$ cat src/rtl/saturn_bus_program_reader_pkg.sv
// rtl/saturn_bus_program_reader_pkg.sv - bus command codes and reader state encodings
package saturn_bus_program_reader_pkg;

  // Saturn bus command nibbles carried by {is_cmd=1, nibble} program entries
  localparam logic [3:0] BUSCMD_NOP     = 4'h0;
  localparam logic [3:0] BUSCMD_PC_READ = 4'h2;
  localparam logic [3:0] BUSCMD_DP_READ = 4'h3;
  localparam logic [3:0] BUSCMD_LOAD_PC = 4'h6;
  localparam logic [3:0] BUSCMD_LOAD_DP = 4'h7;

  // ERROR_IDLE is a reserved encoding; the reader treats it exactly like IDLE
  typedef enum logic [1:0] {
    READER_ST_IDLE        = 2'd0,
    READER_ST_SEND_ADDR   = 2'd1,
    READER_ST_READ_STREAM = 2'd2,
    READER_ST_ERROR_IDLE  = 2'd3
  } reader_state_e;

endpackage

$ cat src/rtl/saturn_bus_program_reader.sv
// rtl/saturn_bus_program_reader.sv - replays bus program entries onto the Saturn nibble bus
// Optional feature macro: SATURN_BUS_AUTO_PC_READ_EN (emit PC_READ after the last LOAD_PC address nibble)
module saturn_bus_program_reader
  import saturn_bus_program_reader_pkg::*;
#(
  parameter int PROG_AW      = 5,
  parameter int ADDR_NIBBLES = 5
) (
  input  logic               i_clk,
  input  logic               i_reset,
  input  logic               i_clk_en,
  input  logic [3:0]         i_phases,
  input  logic [1:0]         i_phase,
  input  logic [31:0]        i_cycle_ctr,
  input  logic [4:0]         i_program_data,
  input  logic [PROG_AW-1:0] i_program_address,
  output logic [PROG_AW-1:0] o_program_address,
  input  logic               i_no_read,
  output logic               o_bus_busy,
  output logic               o_bus_strobe,
  output logic               o_bus_cmd_data,
  output logic [3:0]         o_bus_nibble,
  input  logic [3:0]         i_bus_nibble,
  output logic [3:0]         o_nibble,
  output logic               o_nibble_valid,
  output logic               o_error
);

  localparam int            CW       = (ADDR_NIBBLES > 1) ? $clog2(ADDR_NIBBLES) : 1;
  localparam logic [CW-1:0] CNT_LAST = CW'(ADDR_NIBBLES - 1);

  reader_state_e      state_q, state_d;
  logic [CW-1:0]      cnt_q, cnt_d;
  logic [PROG_AW-1:0] rd_ptr_q, rd_ptr_d;
  logic               strobe_q, strobe_d;
  logic               cmd_data_q, cmd_data_d;
  logic [3:0]         bus_nibble_q, bus_nibble_d;
  logic               read_wait_q, read_wait_d;
  logic [3:0]         nibble_q, nibble_d;
  logic               valid_q, valid_d;
  logic               error_q, error_d;
  logic               busy_q, busy_d;
`ifdef SATURN_BUS_AUTO_PC_READ_EN
  logic               is_pc_q, is_pc_d;
  logic               auto_pend_q, auto_pend_d;
`endif

  logic       entry_cmd;
  logic [3:0] entry_nib;
  logic       empty;
  logic       slot;
  logic       unused_trace;

  assign entry_cmd    = i_program_data[4];
  assign entry_nib    = i_program_data[3:0];
  assign empty        = (rd_ptr_q == i_program_address);
  assign slot         = i_clk_en & i_phases[0];
  assign unused_trace = ^{i_phase, i_cycle_ctr, i_phases[3], i_phases[1]};

  // Next-state: at most one entry per bus slot, read strobes fill empty read-stream slots
  always_comb begin
    state_d      = state_q;
    cnt_d        = cnt_q;
    rd_ptr_d     = rd_ptr_q;
    strobe_d     = strobe_q;
    cmd_data_d   = cmd_data_q;
    bus_nibble_d = bus_nibble_q;
    read_wait_d  = read_wait_q;
    nibble_d     = nibble_q;
    valid_d      = valid_q;
    error_d      = error_q;
    busy_d       = busy_q;
`ifdef SATURN_BUS_AUTO_PC_READ_EN
    is_pc_d      = is_pc_q;
    auto_pend_d  = auto_pend_q;
`endif
    if (i_clk_en) begin
      strobe_d = 1'b0;
      valid_d  = 1'b0;
      // the bus answers a read strobe two phases later
      if (i_phases[2] && read_wait_q) begin
        nibble_d    = i_bus_nibble;
        valid_d     = 1'b1;
        read_wait_d = 1'b0;
      end
      if (slot) begin
        case (state_q)
          READER_ST_SEND_ADDR: begin
`ifdef SATURN_BUS_AUTO_PC_READ_EN
            if (auto_pend_q) begin
              strobe_d     = 1'b1;
              cmd_data_d   = 1'b1;
              bus_nibble_d = BUSCMD_PC_READ;
              state_d      = READER_ST_READ_STREAM;
              auto_pend_d  = 1'b0;
            end else
`endif
            if (!empty) begin
              if (entry_cmd) begin
                // command arriving mid-address is left in the buffer
                error_d = 1'b1;
                state_d = READER_ST_IDLE;
              end else begin
                rd_ptr_d     = rd_ptr_q + PROG_AW'(1);
                strobe_d     = 1'b1;
                cmd_data_d   = 1'b0;
                bus_nibble_d = entry_nib;
                cnt_d        = cnt_q + CW'(1);
                if (cnt_q == CNT_LAST) begin
`ifdef SATURN_BUS_AUTO_PC_READ_EN
                  if (is_pc_q) auto_pend_d = 1'b1;
                  else         state_d     = READER_ST_IDLE;
`else
                  state_d = READER_ST_IDLE;
`endif
                end
              end
            end
          end
          default: begin
            if (!empty) begin
              rd_ptr_d = rd_ptr_q + PROG_AW'(1);
              if (entry_cmd) begin
                case (entry_nib)
                  BUSCMD_LOAD_PC, BUSCMD_LOAD_DP: begin
                    strobe_d     = 1'b1;
                    cmd_data_d   = 1'b1;
                    bus_nibble_d = entry_nib;
                    state_d      = READER_ST_SEND_ADDR;
                    cnt_d        = '0;
`ifdef SATURN_BUS_AUTO_PC_READ_EN
                    is_pc_d      = (entry_nib == BUSCMD_LOAD_PC);
`endif
                  end
                  BUSCMD_PC_READ, BUSCMD_DP_READ: begin
                    strobe_d     = 1'b1;
                    cmd_data_d   = 1'b1;
                    bus_nibble_d = entry_nib;
                    state_d      = READER_ST_READ_STREAM;
                  end
                  BUSCMD_NOP: begin
                    strobe_d     = 1'b1;
                    cmd_data_d   = 1'b1;
                    bus_nibble_d = entry_nib;
                  end
                  default: begin
                    // unknown command is dropped rather than put on the bus
                    error_d = 1'b1;
                    state_d = READER_ST_IDLE;
                  end
                endcase
              end else begin
                // stray data entry outside an address phase
                error_d = 1'b1;
              end
            end else if (state_q == READER_ST_READ_STREAM && !i_no_read) begin
              strobe_d     = 1'b1;
              cmd_data_d   = 1'b0;
              bus_nibble_d = 4'h0;
              read_wait_d  = 1'b1;
            end
          end
        endcase
      end
      busy_d = (rd_ptr_d != i_program_address) || (state_d == READER_ST_SEND_ADDR) || strobe_d;
    end
  end

  // State and registered outputs; reset overrides clock enable
  always_ff @(posedge i_clk) begin
    if (i_reset) begin
      state_q      <= READER_ST_IDLE;
      cnt_q        <= '0;
      rd_ptr_q     <= '0;
      strobe_q     <= 1'b0;
      cmd_data_q   <= 1'b0;
      bus_nibble_q <= 4'h0;
      read_wait_q  <= 1'b0;
      nibble_q     <= 4'h0;
      valid_q      <= 1'b0;
      error_q      <= 1'b0;
      busy_q       <= 1'b0;
`ifdef SATURN_BUS_AUTO_PC_READ_EN
      is_pc_q      <= 1'b0;
      auto_pend_q  <= 1'b0;
`endif
    end else begin
      state_q      <= state_d;
      cnt_q        <= cnt_d;
      rd_ptr_q     <= rd_ptr_d;
      strobe_q     <= strobe_d;
      cmd_data_q   <= cmd_data_d;
      bus_nibble_q <= bus_nibble_d;
      read_wait_q  <= read_wait_d;
      nibble_q     <= nibble_d;
      valid_q      <= valid_d;
      error_q      <= error_d;
      busy_q       <= busy_d;
`ifdef SATURN_BUS_AUTO_PC_READ_EN
      is_pc_q      <= is_pc_d;
      auto_pend_q  <= auto_pend_d;
`endif
    end
  end

  assign o_program_address = rd_ptr_q;
  assign o_bus_busy        = busy_q;
  assign o_bus_strobe      = strobe_q;
  assign o_bus_cmd_data    = cmd_data_q;
  assign o_bus_nibble      = bus_nibble_q;
  assign o_nibble          = nibble_q;
  assign o_nibble_valid    = valid_q;
  assign o_error           = error_q;

endmodule

$ cat config.mk
export PLATFORM = sky130hd
export DESIGN_NAME = saturn_bus_program_reader
export DESIGN_NICKNAME = d
export VERILOG_FILES = /design/src/rtl/saturn_bus_program_reader_pkg.sv /design/src/rtl/saturn_bus_program_reader.sv
export SDC_FILE = /design/constraint.sdc
export NUM_CORES = 1
export LEC_CHECK = 0
export CAP_MARGIN = 25
export CORE_UTILIZATION = 50
export CTS_BUF_LIST = sky130_fd_sc_hd__clkbuf_4
export DETAILED_ROUTE_END_ITERATION = 8
export DONT_BUFFER_PORTS = 1
export GPL_TIMING_DRIVEN = 0
export PLACE_DENSITY = 0.76
export SLEW_MARGIN = 20
export SYNTH_ARGS = -nofsm -noshare
export SYNTH_HDL_FRONTEND = slang
export SYNTH_SLANG_ARGS = --single-unit
$ cat constraint.sdc
create_clock -name i_clk -period 3.2 [get_ports i_clk]
set_input_delay 0.32 -clock i_clk [delete_from_list [all_inputs] [get_ports i_clk]]
set_output_delay 0.32 -clock i_clk [all_outputs]
set_load 0.05 [all_outputs]
* Word level (Yosys, flattened, before mapping)
Index checks and enable logic that the tools add are counted.
** Operators by class
- $add $sub $neg :: 2
- Eq/ne operators :: 15
- Multiplexer cells :: 56
- Bitwise gates (word level) :: 2
- Reductions and logical operators :: 17
** Operators by type and width (count)
- two-way mux 5 bit :: 6
- two-way mux 1 bit :: 28
- two-way mux 4 bit :: 7
- two-way mux 3 bit :: 6
- two-way mux 2 bit :: 8
- == test 4 x 2 -> 1 bit (second input constant) :: 2
- == test 4 x 3 -> 1 bit (second input constant) :: 2
- AND reduction 7 bit :: 1
- != test 2 bit (second input constant) :: 3
- one-hot mux 2 bit (3 select lines) :: 1
- AND reduction 6 bit :: 1
- nonzero test 3 bit :: 2
- adder 5 x 1 -> 5 bit (second input constant) :: 1
- == test 5 bit :: 1
- != test 5 bit :: 1
- AND reduction 5 bit :: 1
- OR reduction 5 bit :: 1
- == test 2 x 1 -> 1 bit (second input constant) :: 2
- zero test 4 bit :: 1
- nonzero test 2 bit :: 2
- OR reduction 2 bit :: 2
- adder 3 x 1 -> 3 bit (second input constant) :: 1
- == test 3 bit (second input constant) :: 1
- != test 3 x 2 -> 1 bit (second input constant) :: 1
- other kinds (8) :: 10
** Storage, ports and cells
- Register bits :: 24
- Bits of input ports :: 56
- Output and inout port bits :: 18
- Word-level logic and storage cells :: 103

* Longest topological paths before layout
Gate-level depths: netlist (run 1).
- Word-level depth :: 11
- Mapped depth :: 8
- Mapped depth without buffers :: 8

* Worst setup path after synthesis (run 1)
Ideal clock, no wire load.
- Kind :: flip-flop to flip-flop
- From :: reg rd_ptr_q[3] (netlist: o_program_address[3])
- To :: reg cmd_data_q (netlist: o_bus_cmd_data)
- Library setup time :: 126 ps
- Data arrival time :: 2531 ps
- Required time :: 3074 ps
- Path slack :: 544 ps
- Cell stages (with the launch flop) :: 8
- Path buffers :: 1
- Clock period less this slack :: 2656 ps
- Path through :: dfxtp_1 -> xor2_1 -> or4_4 -> or2_0 -> buf_6 -> a2111oi_4 -> mux2i_1 -> nor2_1
** On the way
- Cells in the longest elaborated chain, start to end :: 3
- Elaborated cells on any way between the ends :: 8
- Classes of those cells :: eq/ne: 3; mux: 2; reduce/logical: 3
** Ends and longest elaborated chain
- start: declaration :: RTL line saturn_bus_program_reader.sv:34 : logic [PROG_AW-1:0] rd_ptr_q, rd_ptr_d;
- start signal: assignment :: RTL line saturn_bus_program_reader.sv:190 : rd_ptr_q <= rd_ptr_d;
- == test 5 bit * :: RTL line saturn_bus_program_reader.sv:56 : assign empty = (rd_ptr_q == i_program_address);
- != test 2 bit (no line) (tied with other cells)
- AND reduction 7 bit (no line) / two-way mux 1 bit (equally long branches)
- end signal: assignment :: RTL line saturn_bus_program_reader.sv:192 : cmd_data_q <= cmd_data_d;
- end: declaration :: RTL line saturn_bus_program_reader.sv:36 : logic cmd_data_q, cmd_data_d;
Mark *: on every way between the ends. The rest lies on a longest branch, timed or not.
A chain may end at the register's enable or synchronous reset.

* Worst setup path in the final report (run 1)
Ends and elaborated chain as after synthesis.

==> results of run 1 <==
[worst max-delay path, stage by stage, from the launching register on]
cell	delay, ps
sky130_fd_sc_hd__dfxtp_1	740
sky130_fd_sc_hd__xor2_1	250
sky130_fd_sc_hd__or4_4	600
sky130_fd_sc_hd__or2_0	230
sky130_fd_sc_hd__buf_6	150
sky130_fd_sc_hd__a2111oi_4	530
sky130_fd_sc_hd__mux2i_1	260
sky130_fd_sc_hd__nor2_1	50
[cell type report]
| class | instances | area [um^2] | share of cell area [%] |
|---|---|---|---|
| inverters | 9 | 33.8 | 2.38 |
| flip-flops and latches | 24 | 480 | 33.9 |
| plain buffers | 4 | 31.3 | 2.21 |
| well taps | 30 | 37.5 | 2.65 |
| multi-input cells | 123 | 812 | 57.3 |
| clock buffers | 3 | 22.5 | 1.59 |
[cells by family (layout without fill, tap and decap cells)]
group | Yosys count | count (layout)
adders and majority gates | 4 | 4
DFF | 24 | 24
AOI/OAI and AO/OA | 44 | 44
muxes | 7 | 7
buffers and inverters | 13 | 16
xor gates and xnor gates | 7 | 7
and+or+nand+nor | 61 | 61
[registers in the layout (all words and copies together), names as in the netlist]
signal and flops:
o_error 1, cnt_q 3, state_q 2, o_program_address 5, o_bus_strobe 1, o_bus_cmd_data 1
o_bus_nibble 4, read_wait_q 1, o_nibble 4, o_nibble_valid 1, o_bus_busy 1
[how the worst max path moves through the flow]
stage	from	endpoint	slack (ps)	cells after the start
after floorplan	o_program_address[3]	o_bus_cmd_data	540	7
after global placement	o_program_address[3]	o_bus_cmd_data	320	7
after detailed placement	o_program_address[3]	o_bus_cmd_data	300	7
after CTS	o_program_address[3]	o_bus_cmd_data	280	7
after global routing	o_program_address[3]	o_bus_cmd_data	100	7
final	o_program_address[3]	o_bus_cmd_data	280	7
[power groups by stage]
stage | registers [mW] | logic (mW) | clock network, mW
6_report | 0.330 | 0.0547 | 0.134
5_1_grt | 0.331 | 0.0609 | 0.154
4_1_cts | 0.330 | 0.0546 | 0.142
3_5_place_dp | 0.337 | 0.0541 | 0
3_3_place_gp | 0.336 | 0.0525 | 0
2_1_floorplan | 0.335 | 0.0446 | 0
[cell usage in the layout (no fill, tap or decap), drive strengths merged, types with 2 or more instances in the layout]
cell type / synthesis / routed
dfxtp: 24 / 24
nor2: 19 / 19
a21oi: 14 / 14
nand2: 10 / 10
inv: 8 / 8
mux2i: 7 / 7
nor3: 6 / 6
nand3: 6 / 6
nand2b: 6 / 6
xor2: 6 / 6
o21ai: 6 / 6
o211ai: 5 / 5
clkbuf: 2 / 5
ha: 4 / 4
nand3b: 3 / 3
or2b: 2 / 2
nor2b: 2 / 2
a31oi: 2 / 2
a211o: 2 / 2
a311oi: 2 / 2
o21a: 2 / 2
or3: 2 / 2
[routing by layer]
layer / global-route usage (%) / vias to the layer above / share of wire, % / routed length (um)
met3: 3.95 / 4 / 7.3 / 217
met1: 29.2 / 568 / 44 / 1300
li1: - / 579 / - / -
met2: 35.6 / 50 / 48 / 1400
met5: 0 / - / 0 / 0
met4: 7.26 / 0 / 1.0 / 31
==> summary.txt, run 1 <==
Status
  – Status: complete, no violations

Clocking
  – Source-to-sink clock delay at the later pin of the worst-skew pair: 310 ps
  – Hold buffers post-CTS: 0
  – Clock-pin transition on the worst setup and hold timing paths: 130 ps
  – Root buffer selected by CTS: sky130_fd_sc_hd__clkbuf_4
  – Setup fix buffers added after clock tree synthesis: 0
  – Clock tree from TritonCTS: built
  – Total clock buffers created by CTS: 3
  – CTS resizes: 0
  – Maximum buffer depth of the clock tree: 2
  – Sink Count: 24
  – Maximum level of the CTS H-tree: 1

Place
  – Placed cells: 190
  – Routability cong.: 0.970
  – Placed standard-cell area: 1400 um^2
  – Dpl hpwl: 2180 um
  – Pre-CTS WS: 303 ps
  – Count of input and output buffers: 0

Yosys
  – Distinct cell type count after synthesis: 46
  – Mapped Area: 1360 um^2
  – Fraction of the mapped netlist area in compound gates: 23.2%
  – YS warnings: 0
  – Leading area contributor after synthesis: sky130_fd_sc_hd__dfxtp_1
  – Largest cells by area after synthesis: sky130_fd_sc_hd__dfxtp_1 (35%), sky130_fd_sc_hd__a21oi_1 (5.2%), sky130_fd_sc_hd__mux2i_1 (5.2%)
  – Part of the Yosys area used for sequential elements: 35.4%
  – Main combinational cell family by area after synthesis: compound AO/OA/AOI/OAI gates
  – Most used standard cells in the synthesized netlist: sky130_fd_sc_hd__dfxtp_1 (24), sky130_fd_sc_hd__nor2_1 (18), sky130_fd_sc_hd__a21oi_1 (14)
  – Synth async-reset ratio: 0%
  – Post-synth EDFFs: 0
  – Dominant register cell in the synthesized netlist: sky130_fd_sc_hd__dfxtp_1
  – Most frequently used cell type in the post-synthesis netlist: sky130_fd_sc_hd__dfxtp_1
  – Post-synthesis cell count: 160
  – Parity-gate share of the synthesized area counting xor and xnor cells: 5.07%
  – Post-Synth Adder-Cell Area: 3.69%
  – Share of synthesized area spent on multiplexers: 5.16%
  – Seq cells post-synth: 24
  – Fraction of the mapped netlist area in simple logic gates: 22.7%
  – Syn avg cell area: 8.48 um^2
  – Synthesized net count: 220
  – Fraction of post-synthesis cell area in the top cell type by area: 35.4%

Power and ir drop
  – Power dissipated by switching net loads: 0.147 mW
  – Part of the total power dissipated in sequential elements: 63.7%
  – Switching part of the total power: 28.3%
  – Total power of the final layout: 0.518 mW
  – Peak supply drop: 0.227 mV
  – Combinational Power Share: 10.6%
  – Leak pwr: 0.524 nW
  – Pwr per Cell Area: 366 nW/um^2
  – Portion of total power attributed to the clock network: 25.8%
  – Internal power component: 0.372 mW

Worst setup path
  – FF-to-FF Start: o_program_address[3]
  – Reg2Reg Setup Slack: 280 ps
  – Type of element capturing the critical path: register
  – Critical Path Start Type: register
  – Setup CP Type: reg -> reg
  – Depth of the most critical reg-to-reg path: 7
  – Capture instance of the worst register-to-register path: o_bus_cmd_data
  – Required time of the worst setup path: 3410 ps
  – Data arrival time at the worst-slack endpoint: 3130 ps
  – Highest net fanout along the worst path: 9

Run
  – Max-cap viol count: 0

STA
  – Count of final hold-check violations: 0
  – Final clock period utilization by the worst path: 91.4%
  – Hold_ws: 50.4 ps
  – Clk_skew: 1.67 ps
  – Time the final worst path needs with I/O delays and setup: 2920 ps
  – Endpoints failing setup: 0
  – Least-Margin Pin Slew: 763 ps
  – RSZ-0062 raised after global routing: false
  – Sum Neg Setup Slack: 0 ps
  – Final max-slew violation count: 0
  – Remaining max-slew budget at the tightest pin: 49.1%
  – Highest clock frequency the design can meet: 342 MHz
  – Worst Slack Setup Final: 276 ps

Global routing
  – Number of global-route vias before repair: 1075
  – GRT Overall Usage: 22.0%
  – Number of antenna violations at the first check in global routing: 0
  – Wire length of the first global-routing pass: 4690 um
  – Maximum number of pins on one net before global-route repair: 13
  – Final global-route overflow total: 0

Floorplanning
  – Die outline height: 54.1 um
  – Initial core utilization: 53.8%
  – Core footprint: 2520 um^2
  – Full die area: 2930 um^2
  – Horizontal extent of the die: 54.1 um
  – Total I/O pin count: 74
  – Standard-cell rows: 18

Drt
  – Final routed DRC violation total: 0
  – Final antenna-violating net count: 0
  – Routed via count divided by cell count: 6.22
  – DR pass1 iterations: 5
  – 1st-iter DRT viols: 28
  – Routed wirelength normalized by instance count: 15.3 um
  – Routed vias: 1201
  – Total wire length: 2960 um

Final layout
  – Final non-filler cell area: 1420 um^2
  – Number of nets at the end of the flow: 225
  – Filler cell count: 236
  – Diode insertion count for antenna repair: 0
  – Area grow syn2layout: 4.42%
  – Fraction of final layout cells sized beyond drive strength 1: 6.13%
  – Post-route insts no fill: 193
  – Final core utilization: 56.2%

Worst hold path
  – Class of the most critical hold timing path: in -> reg
  – Destination of the worst hold path: o_bus_nibble[0]
  – Min-Delay Path Depth: 1
  – Worst hold path startpoint: i_reset
Note: power is estimated with default switching activity, not from simulation.
==> inputs of run 2 (changes only) <==
--- a/config.mk
+++ b/config.mk
@@ -6,13 +6,12 @@
 export NUM_CORES = 1
 export LEC_CHECK = 0
 export CAP_MARGIN = 25
-export CORE_UTILIZATION = 50
+export CORE_UTILIZATION = 40
 export CTS_BUF_LIST = sky130_fd_sc_hd__clkbuf_4
 export DETAILED_ROUTE_END_ITERATION = 8
 export DONT_BUFFER_PORTS = 1
 export GPL_TIMING_DRIVEN = 0
-export PLACE_DENSITY = 0.76
-export SLEW_MARGIN = 20
+export PLACE_DENSITY = 0.65
 export SYNTH_ARGS = -nofsm -noshare
 export SYNTH_HDL_FRONTEND = slang
 export SYNTH_SLANG_ARGS = --single-unit
==> run 2 against run 1 <==
Compared with the run above: die area increased by 24%; global-route usage decreased by 3.9 points; cell area increased by 1.5%; via count decreased by 3.2%; routed wire length decreased by 0.61%; cell count increased by 7.8%.
==> summary.txt, run 2 (synthesized netlist as in run 1, its figures left out) <==
Final layout
  – Fraction of final layout cells sized beyond drive strength 1: 6.10%
  – Diode insertion count for antenna repair: 0
  – Most common cell after layout, fill and taps aside: sky130_fd_sc_hd__dfxtp_1
  – Area grow syn2layout: 5.99%
  – Flip-flop count of the largest register, all copies and words added: 5
  – Number of nets at the end of the flow: 225
  – Final non-filler cell area: 1440 um^2
  – Final core utilization: 46.0%
  – Post-route insts no fill: 208
  – Commonest cells after routing, fill and taps aside: sky130_fd_sc_hd__dfxtp_1 (24), sky130_fd_sc_hd__nor2_1 (18), sky130_fd_sc_hd__a21oi_1 (14), sky130_fd_sc_hd__nand2_1 (10), sky130_fd_sc_hd__inv_1 (8)

Place
  – Placed standard-cell area: 1410 um^2
  – Routability cong.: 0.830
  – Dpl hpwl: 2230 um
  – Pre-CTS WS: 306 ps
  – Placed cells: 204
  – Count of input and output buffers: 0

Worst setup path
  – Stage delay of the slowest cell on the critical path: 730 ps
  – Required time of the worst setup path: 3400 ps
  – Slowest CP cell: sky130_fd_sc_hd__dfxtp_1
  – Highest net fanout along the worst path: 9
  – Critical Path Start Type: register
  – Setup CP Type: reg -> reg
  – Type of element capturing the critical path: register
  – Critical path buffers and inverters: 1
  – Data arrival time at the worst-slack endpoint: 3100 ps
  – Cell chain of the critical path: xor2_1 > or4_4 > or2_0 > buf_6 > a2111oi_4 > mux2i_1 > nor2_1
  – Dominant delay contributor by cell family on the critical path: simple AND/OR/NAND/NOR gates

Global routing
  – Final global-route overflow total: 0
  – Number of global-route vias before repair: 1157
  – Maximum number of pins on one net before global-route repair: 14
  – Wire length of the first global-routing pass: 4890 um
  – GRT Overall Usage: 18.0%
  – Number of antenna violations at the first check in global routing: 0

Drt
  – DR pass1 iterations: 4
  – Final antenna-violating net count: 0
  – Routed vias: 1163
  – Routed via count divided by cell count: 5.59
  – 1st-iter DRT viols: 37
  – Final routed DRC violation total: 0
  – Routed wirelength normalized by instance count: 14.1 um
  – Total wire length: 2940 um

STA
  – Final max-slew violation count: 0
  – Endpoints failing setup: 0
  – Final clock period utilization by the worst path: 90.7%
  – Sum Neg Setup Slack: 0 ps
  – Hold_ws: 50.6 ps
  – Clk_skew: 9.08 ps
  – RSZ-0062 raised after global routing: false
  – Remaining max-slew budget at the tightest pin: 48.9%
  – Worst Slack Setup Final: 297 ps
  – Least-Margin Pin Slew: 765 ps
  – Count of final hold-check violations: 0
  – Time the final worst path needs with I/O delays and setup: 2900 ps
  – Highest clock frequency the design can meet: 345 MHz

Clocking
  – Hold buffers post-CTS: 0
  – Maximum level of the CTS H-tree: 1
  – Clock-pin transition on the worst setup and hold timing paths: 130 ps
  – Total clock buffers created by CTS: 3
  – Source-to-sink clock delay at the later pin of the worst-skew pair: 310 ps
  – CTS resizes: 0
  – Setup fix buffers added after clock tree synthesis: 0
  – Clock tree from TritonCTS: built
  – Maximum buffer depth of the clock tree: 2
  – Sink Count: 24
  – Root buffer selected by CTS: sky130_fd_sc_hd__clkbuf_4

Run
  – Max-cap viol count: 0

Status
  – Status: complete, no violations

Floorplanning
  – Core footprint: 3130 um^2
  – Total I/O pin count: 74
  – Standard-cell rows: 20
  – Full die area: 3630 um^2
  – Die outline height: 60.3 um
  – Initial core utilization: 43.4%
  – Horizontal extent of the die: 60.3 um

Power and ir drop
  – Total power of the final layout: 0.517 mW
  – Pwr per Cell Area: 359 nW/um^2
  – Peak supply drop: 0.242 mV
  – Leak pwr: 0.526 nW

Worst hold path
  – Class of the most critical hold timing path: in -> reg
run 2: layout make-up:
class,count,area [um^2]
fillers,311,1690
multi-input cells,123,812
flip-flops and latches,24,480
well taps,44,55.1
inverters,9,33.8
plain buffers,4,31.3
clock buffers,3,22.5
clock inverters,1,3.75
run 2: where the power goes:
group          internal, mW  switching [mW]  total [mW]
clock network        0.0456          0.0866       0.132
logic                0.0231          0.0313      0.0545
registers             0.304          0.0255       0.330
run 2: routing by layer:
| layer | wire [um] | global-route usage (%) |
|---|---|---|
| met5 | 0 | 0 |
| met4 | 33 | 5.65 |
| met3 | 219 | 6.28 |
| met2 | 1350 | 30.6 |
| met1 | 1330 | 21.0 |
run 2: final timing paths:
path	startpoint	to	slack [ps]	cells after the start
max reg2reg	o_program_address[3]	o_bus_cmd_data	300	7
max	o_program_address[3]	o_bus_cmd_data	300	7
min reg2reg	cnt_q[2]	cnt_q[2]	500	2
min	i_reset	o_bus_nibble[0]	50	1
run 2: worst reg2reg max path: stages, from the launching register on:
cell	delay [ps]
sky130_fd_sc_hd__dfxtp_1	730
sky130_fd_sc_hd__xor2_1	250
sky130_fd_sc_hd__or4_4	600
sky130_fd_sc_hd__or2_0	240
sky130_fd_sc_hd__buf_6	150
sky130_fd_sc_hd__a2111oi_4	530
sky130_fd_sc_hd__mux2i_1	250
sky130_fd_sc_hd__nor2_1	50
==> inputs of run 3 (changes only) <==
--- a/config.mk
+++ b/config.mk
@@ -5,13 +5,13 @@
 export SDC_FILE = /design/constraint.sdc
 export NUM_CORES = 1
 export LEC_CHECK = 0
+export BUFFER_PORTS_ARGS = -buffer_cell sky130_fd_sc_hd__buf_2
 export CAP_MARGIN = 25
 export CORE_UTILIZATION = 40
 export CTS_BUF_LIST = sky130_fd_sc_hd__clkbuf_4
 export DETAILED_ROUTE_END_ITERATION = 8
-export DONT_BUFFER_PORTS = 1
 export GPL_TIMING_DRIVEN = 0
-export PLACE_DENSITY = 0.65
+export PLACE_DENSITY = 0.84
 export SYNTH_ARGS = -nofsm -noshare
 export SYNTH_HDL_FRONTEND = slang
 export SYNTH_SLANG_ARGS = --single-unit
==> run 3 against run 2 <==
Compared with the run above: sequential share of layout area fell by 4.3 points; setup slack improved by 380 ps; maximum frequency rose by 15%; flip-flop and latch count unchanged; critical path type unchanged.
==> summary.txt, run 3 (synthesized netlist as in run 1, its figures left out) <==
Status
  – Status: complete, no violations

Place
  – Routability cong.: 0.810
  – Count of input and output buffers: 37
  – Pre-CTS WS: 669 ps
  – Dpl hpwl: 2230 um

Drt
  – Routed via count divided by cell count: 5.28
  – DR pass1 iterations: 4
  – Routed vias: 1293
  – Routed wirelength normalized by instance count: 12.2 um
  – Total wire length: 2990 um
  – 1st-iter DRT viols: 73
  – Final antenna-violating net count: 0
  – Final routed DRC violation total: 0

Worst setup path
  – Critical path buffers and inverters: 1
  – Critical Path Start Type: register
  – Cell chain of the critical path: xor2_2 > or4_4 > or2_0 > buf_6 > a2111oi_4 > o211ai_1 > a21oi_1
  – FF-to-FF Start: o_program_address[0]
  – Depth of the most critical reg-to-reg path: 7
  – Required time of the worst setup path: 3460 ps
  – Setup CP Type: reg -> reg
  – Depth of the critical timing path with buffers and inverters included: 7
  – Slowest CP cell: sky130_fd_sc_hd__dfxtp_1
  – Highest net fanout along the worst path: 9
  – Capture instance of the worst register-to-register path: o_bus_nibble[2]
  – Data arrival time at the worst-slack endpoint: 2780 ps
  – Type of element capturing the critical path: register
  – Reg2Reg Setup Slack: 680 ps
  – Dominant delay contributor by cell family on the critical path: compound AO/OA/AOI/OAI gates
  – Stage delay of the slowest cell on the critical path: 530 ps

Clocking
  – Clock-pin transition on the worst setup and hold timing paths: 140 ps
  – Source-to-sink clock delay at the later pin of the worst-skew pair: 320 ps
  – Sink Count: 24
  – Root buffer selected by CTS: sky130_fd_sc_hd__clkbuf_4
  – Hold buffers post-CTS: 0
  – Maximum level of the CTS H-tree: 1
  – CTS resizes: 0
  – Setup fix buffers added after clock tree synthesis: 0
  – Clock tree from TritonCTS: built
  – Total clock buffers created by CTS: 3
  – Maximum buffer depth of the clock tree: 2

Global routing
  – Wire length of the first global-routing pass: 4860 um
  – Number of global-route vias before repair: 1151
  – Number of antenna violations at the first check in global routing: 0
  – GRT Overall Usage: 18.0%
  – Final global-route overflow total: 0
  – Maximum number of pins on one net before global-route repair: 15

STA
  – Highest clock frequency the design can meet: 397 MHz
  – Time the final worst path needs with I/O delays and setup: 2520 ps
  – Endpoints failing setup: 0
  – Count of final hold-check violations: 0
  – Remaining max-slew budget at the tightest pin: 63.7%
  – RSZ-0062 raised after global routing: false
  – Least-Margin Pin Slew: 545 ps
  – Sum Neg Setup Slack: 0 ps
  – Final clock period utilization by the worst path: 78.8%
  – Clk_skew: 2.72 ps
  – Worst Slack Setup Final: 678 ps
  – Final max-slew violation count: 0

Floorplanning
  – Initial core utilization: 43.4%
  – Total I/O pin count: 74
  – Die outline height: 60.3 um
  – Full die area: 3630 um^2
  – Core footprint: 3130 um^2
  – Horizontal extent of the die: 60.3 um
  – Standard-cell rows: 20

Final layout
  – Commonest cells after routing, fill and taps aside: sky130_fd_sc_hd__buf_2 (37), sky130_fd_sc_hd__dfxtp_1 (24), sky130_fd_sc_hd__nor2_1 (18), sky130_fd_sc_hd__a21oi_1 (14), sky130_fd_sc_hd__nand2_1 (10)
  – Area grow syn2layout: 21.6%
  – Number of nets at the end of the flow: 262
  – Most common cell after layout, fill and taps aside: sky130_fd_sc_hd__buf_2
  – Diode insertion count for antenna repair: 0
  – Fraction of final layout cells sized beyond drive strength 1: 23.9%
  – Flip-flop count of the largest register, all copies and words added: 5

Worst hold path
  – Class of the most critical hold timing path: in -> reg
  – Worst hold path startpoint: i_reset
  – Min-Delay Path Depth: 2
  – Destination of the worst hold path: o_bus_busy

Power and ir drop
  – Pwr per Cell Area: 383 nW/um^2
  – Leak pwr: 0.711 nW
  – Peak supply drop: 0.219 mV

Run
  – Max-cap viol count: 0
[run 3: stage by stage]
| stage | hold WS [ps] | power, mW | util, % | std cells | instance area, um^2 |
|---|---|---|---|---|---|
| floorplan | 389 | 0.379 | - | 160 | 1360 |
| global placement | 452 | 0.411 | 51.1 | 241 | 1600 |
| detailed placement | 460 | 0.412 | 51.1 | 241 | 1600 |
| CTS | 207 | 0.634 | 52.8 | 245 | 1650 |
| global route | 207 | 0.661 | 52.8 | 245 | 1650 |
| finish | 212 | 0.632 | 52.8 | 245 | 1650 |
[run 3: worst max-delay path by stage]
stage / startpoint / end / slack (ps)
2_1_floorplan: o_program_address[3] / o_bus_cmd_data / 540
3_3_place_gp: i_program_address[3] / o_bus_cmd_data / 690
3_5_place_dp: i_program_address[3] / o_bus_cmd_data / 670
4_1_cts: o_program_address[0] / o_bus_nibble[2] / 650
5_1_grt: o_program_address[3] / o_bus_cmd_data / 520
6_report: o_program_address[0] / o_bus_nibble[2] / 680
[run 3: power by group]
part | internal (mW) | switching, mW | total, mW
clock network | 0.127 | 0.0990 | 0.226
registers | 0.305 | 0.00615 | 0.311
logic | 0.0344 | 0.0609 | 0.0953
total | 0.466 | 0.166 | 0.632
[run 3: layer usage]
metal | GRT usage (%) | share of wire, %
met4 | 7.97 | 1.8
met1 | 23.2 | 47
met5 | 0 | 0
met3 | 2.16 | 3.8
met2 | 30.0 | 48
[run 3: cell type report]
cell class | instances | area [um^2]
buffer | 4 | 31.3
clock buffer | 3 | 22.5
clock inverter | 1 | 30.0
fill | 285 | 1480
inverter | 9 | 33.8
multi-input combinational | 123 | 812
sequential | 24 | 480
tap | 44 | 55.1
timing repair buffer | 37 | 185
